### src/rtl/cpu_pkg.sv
// Shared CPU definitions: datapath widths, reset PC and PC-sequencer state encoding.
package cpu_pkg;

  localparam int unsigned PC_ADDR_W   = 16;
  localparam int unsigned PC_DISP_W   = 8;
  localparam int unsigned PC_RESET_PC = 0;

  typedef enum logic {
    IDLE  = 1'b0,
    ARMED = 1'b1
  } pc_state_t;

endpackage : cpu_pkg

### src/rtl/pc_target_calc.sv
// Combinational next-PC candidates: sequential increment and jump/branch target select.
module pc_target_calc
  import cpu_pkg::*;
#(
  parameter int ADDR_W = PC_ADDR_W,
  parameter int DISP_W = PC_DISP_W
) (
  input  logic [ADDR_W-1:0] pc,
  input  logic [ADDR_W-1:0] target,
  input  logic [DISP_W-1:0] disp,
  input  logic              cond_true,
  input  logic              br_rel,
  output logic [ADDR_W-1:0] pc_inc,
  output logic [ADDR_W-1:0] tgt_next
);

  logic [ADDR_W-1:0] disp_sx;

  // Increment, sign-extended displacement and taken/not-taken target select.
  always_comb begin
    disp_sx  = {{(ADDR_W-DISP_W){disp[DISP_W-1]}}, disp};
    pc_inc   = pc + ADDR_W'(1);
    tgt_next = pc_inc;
    if (cond_true) begin
      tgt_next = br_rel ? (pc + disp_sx) : target;
    end
  end

endmodule : pc_target_calc

### src/rtl/pc_unit.sv
// Program-counter datapath: PC/link registers, two-phase jump arm/commit, memory address mux.
module pc_unit
  import cpu_pkg::*;
#(
  parameter int                ADDR_W   = PC_ADDR_W,
  parameter int                DISP_W   = PC_DISP_W,
  parameter logic [ADDR_W-1:0] RESET_PC = ADDR_W'(PC_RESET_PC)
) (
  input  logic              clk,
  input  logic              reset,
  input  logic              PCe,
  input  logic              npc_ctrl,
  input  logic              mem_pc_ctrl,
  input  logic              Lscntl,
  input  logic              cond_true,
  input  logic              br_rel,
  input  logic [ADDR_W-1:0] target,
  input  logic [DISP_W-1:0] disp,
  input  logic [ADDR_W-1:0] ls_addr,
  output logic [ADDR_W-1:0] pc,
  output logic [ADDR_W-1:0] mem_addr,
  output logic [ADDR_W-1:0] link_bus,
  output logic              jmp_armed
);

  pc_state_t         state, state_d;
  logic [ADDR_W-1:0] link, link_d;
  logic [ADDR_W-1:0] tgt_q, tgt_d;
  logic [ADDR_W-1:0] pc_d;
  logic [ADDR_W-1:0] pc_inc, tgt_next;

  pc_target_calc #(
    .ADDR_W (ADDR_W),
    .DISP_W (DISP_W)
  ) u_calc (
    .pc        (pc),
    .target    (target),
    .disp      (disp),
    .cond_true (cond_true),
    .br_rel    (br_rel),
    .pc_inc    (pc_inc),
    .tgt_next  (tgt_next)
  );

  // State and datapath registers; reset discards any armed target.
  always_ff @(posedge clk or negedge reset) begin
    if (!reset) begin
      state <= IDLE;
      pc    <= RESET_PC;
      link  <= '0;
      tgt_q <= '0;
    end else begin
      state <= state_d;
      pc    <= pc_d;
      link  <= link_d;
      tgt_q <= tgt_d;
    end
  end

  // Next-state and register updates; both states re-arm on (PCe,npc)=(1,1).
  always_comb begin
    state_d = state;
    pc_d    = pc;
    link_d  = link;
    tgt_d   = tgt_q;
    if (PCe) begin
      if (npc_ctrl) begin
        link_d  = pc_inc;
        tgt_d   = tgt_next;
        state_d = ARMED;
      end else if (state == ARMED) begin
        pc_d    = tgt_q;
        state_d = IDLE;
      end else begin
        pc_d    = pc_inc;
      end
    end
  end

  // Output muxes: memory address source, link writeback, armed flag.
  always_comb begin
    mem_addr  = Lscntl ? pc : ls_addr;
    link_bus  = mem_pc_ctrl ? link : '0;
    jmp_armed = (state == ARMED);
  end

endmodule : pc_unit

### config.mk
export PLATFORM = sky130hd
export DESIGN_NAME = pc_unit
export DESIGN_NICKNAME = d
export VERILOG_FILES = /design/src/rtl/cpu_pkg.sv /design/src/rtl/pc_target_calc.sv /design/src/rtl/pc_unit.sv
export SDC_FILE = /design/constraint.sdc
export NUM_CORES = 1
export LEC_CHECK = 0
export ABC_AREA = 0
export CELL_PAD_IN_SITES_DETAIL_PLACEMENT = 1
export CELL_PAD_IN_SITES_GLOBAL_PLACEMENT = 1
export CORE_MARGIN = 3
export CORE_UTILIZATION = 36
export DETAILED_ROUTE_END_ITERATION = 6
export HOLD_SLACK_MARGIN = 0.15
export PLACE_DENSITY_LB_ADDON = 0.1
export SYNTH_ARGS = -nofsm -noshare
export SYNTH_HDL_FRONTEND = slang
export SYNTH_SLANG_ARGS = --single-unit
### constraint.sdc
create_clock -name clk -period 3.06 [get_ports clk]
set_input_delay 0.612 -clock clk [delete_from_list [all_inputs] [get_ports clk]]
set_output_delay 0.612 -clock clk [all_outputs]
set_load 0.005 [all_outputs]
==> metrics.yaml <==
status: "complete, no violations"
p_total_uw: 3085
r2r_end: "tgt_q[14]"
grt_overflow: 0
hold_viol_final: 0
cts_htree_levels: 2
power_frac_seq: 0.357
timing.final.ws_setup_ns: 0.3143
synth_top_area_frac: 0.3368
post-dp-hpwl_um: 9374
reg2reg_slack_ns: 0.63
yosys_warnings: 0
ioPinCount: 97
grt_pass1_wl_um: 19310
critPathTopFamily: "compound AO/OA/AOI/OAI gates"
hold_class: "in -> async"
cts.clk_slew.worst_paths_ns: 0.09
slew_headroom: 0.5234
power.density_nw_per_um2: 631.0
dpl.cell_count: 658
syn_nets: 505
synth_top_area_cell: "dfrtp_1"
critPathLaunch: "disp[0]"
fin_crit_ns: 2.746
cpPeakStageDelay_ns: 0.49
drtIter0Drc: 177
dp_slack_ns: -0.05423
fp.dieH_um: 106.6
start_util: 0.3708
clock_latency_ns: 0.30
reg2reg_depth: 8
cts_root_buf: "clkbuf_8"
pwr-share-clk: 0.135
dr.pass1.iters: 4
final_max_slew_viol_count: 0
setup_tns_ns: 0
busiest_layer: "met2"
async_reset_ff_frac: 1.000
critPathMaxFanout: 3
use_met1: 0.3050
grt_pass1_vias: 3765
worst_ep_required_time_ns: 3.24
swShare: 0.4000
core_um2: 9819
place_congestion: 0.8258
worstSetupStartpointType: "primary input"
crit_path_end_kind: "register"
cts_tree: "done"
wl_um: 11760
synth_top_cells_by_area: "dfrtp_1 34%, o21ai_0 7.6%, mux2_2 5.6%"
via_per_inst: 5.342
internal_power_uw: 1851
antenna_found_initial: 0
cpMaxStageDelayCell: "a2111oi_0"
path_cells: "clkdlybuf4s50_1 -> ha_1 -> fa_1 -> a21oi_1 -> o21ai_2 -> a2111oi_0 -> o41ai_1 -> xnor2_1 -> o21ai_1"
via_count: 3558
tightestPinTransition_ns: 0.7149
postCtsSetupBuffers: 0
max_cap_viol_count: 0
p_switching_uw: 1234
worst-path-stages: 9
max_freq_ghz: 0.3642
finalNonFillerCells: 666
layout-drive-gt1-share: 0.1013
path_buf_inv: 1
area_growth_pct: 34.30
clock_sinks: 49
syn_avg_cell_area_um2: 8.275
nFillCells: 1228
grt_max_degree: 41
yosys.cell_count.top_type: "o21ai_0"
cts_resized: 0
grt_setup_unrepaired: "no"
synth_common_cells: "55 x o21ai_0, 49 x dfrtp_1, 48 x nand2_1, 48 x nor2_1, 29 x a21oi_1"
fin_nets: 597
ys_seq_area_frac: 0.3368
fin_worst_skew_ns: 0.01418
reg2reg_from: "pc[0]"
drt-wirelength-per-cell_um: 17.66
setup_violations: 0
synth_edf_count: 0
endpoint: "tgt_q[14]"
fin_crit_sh: 0.8973
rows: 36
ys.flop_type: "dfrtp_1"
detail-route-antenna-nets: 0
ir_drop_mv: 0.2429
syn-cell-area_um2: 3641
grt_usage: 0.2125
diodes: 0
share_comb_of_total_power: 0.508
leakagePower_uw: 0.002057
cts_hold_buf: 0
io_buffers: 96
dieArea_um2: 11360
drc_errors: 0
grt_use_met3: 0.02307
use_met2: 0.3453
crit_type: "in -> reg"
critical_path_arrival_ns: 2.92
syn_inst: 440
cts_buffers: 5
clock_path_buffers: 2
die_w_um: 106.6
synth_cell_type_count: 59
ys_ff_latch: 49
-- worst min-delay path by stage --
stage	slack [ns]	startpoint	to	cells after the start
2_1_floorplan	0.32	reset	jmp_armed	0
3_3_place_gp	0.45	link[1]	link[1]	2
3_5_place_dp	0.46	link[1]	link[1]	2
4_1_cts	0.18	reset	link[12]	1
5_1_grt	0.18	reset	tgt_q[12]	1
6_report	0.18	reset	tgt_q[12]	1
-- cells by family (layout without fill, tap and decap cells) --
group | after synthesis | count (layout) | synth area share
AOI/OAI and AO/OA | 135 | 135 | 0.2261
xor gates and xnor gates | 25 | 25 | 0.06014
adders and majority gates | 17 | 17 | 0.06048
buffers and inverters | 36 | 129 | 0.03780
DFF | 49 | 49 | 0.3368
muxes | 23 | 23 | 0.06942
and+or+nand+nor | 155 | 155 | 0.2093
-- stage by stage --
step                      hold slack (ns)  cell area [µm²]  utilization
after floorplan                    0.3164             3641            -
after global placement             0.4529             4788       0.4876
after detailed placement           0.4628             4788       0.4876
after CTS                          0.1831             4890       0.4980
after global routing               0.1808             4890       0.4980
final                              0.1832             4890       0.4980
-- state kept, by name, summed over array words and instances (netlist names) --
signal and count:
link 16, tgt_q 16, jmp_armed 1, pc 16
-- layout make-up --
type	count	area (µm²)	share of cell area
multi-input cells	355	2277	0.4657
flip-flops and latches	49	1226	0.2508
well taps	133	166.4	0.03403
clock inverters	1	5.005	0.001024
clock buffers	7	96.34	0.01970
repair buffers	111	1081	0.2211
inverters	10	37.54	0.007677
-- layer usage --
layer / vias to the layer above / routed length [µm]
met5: - / 0
met4: 0 / 141
li1: 1750 / -
met3: 10 / 450
met1: 1717 / 5839
met2: 81 / 5331
-- cells in the final DEF, fill, tap and decap left out, types with 2 or more instances in the layout --
cell             count
clkdlybuf4s50_1     95
inv_1                9
a21oi_1             29
clkbuf_8             7
and3_1               6
nor3_1               3
mux2_2              18
nand4_1              6
o21ai_0             55
a222oi_1             2
and4_1               2
nor2_1              48
nand2_1             48
o21bai_1             3
ha_1                16
xnor2_1             16
a22oi_1             10
o21ai_1              5
mux2i_1              5
buf_4               14
xor2_1               9
and2_1              19
nand2b_1             4
dfrtp_1             49
nand3_1              8
o221ai_1             2
a21o_1               7
a31oi_1              4
-- power groups by stage --
stage	Sequential, µW	Combinational, µW	Clock [µW]
floorplan	1020	921	0
global placement	1110	1520	0
detailed placement	1120	1570	0
CTS	1100	1580	428
global route	1140	1750	462
finish	1100	1570	418
No activity file was read; power rests on OpenSTA's default activity.
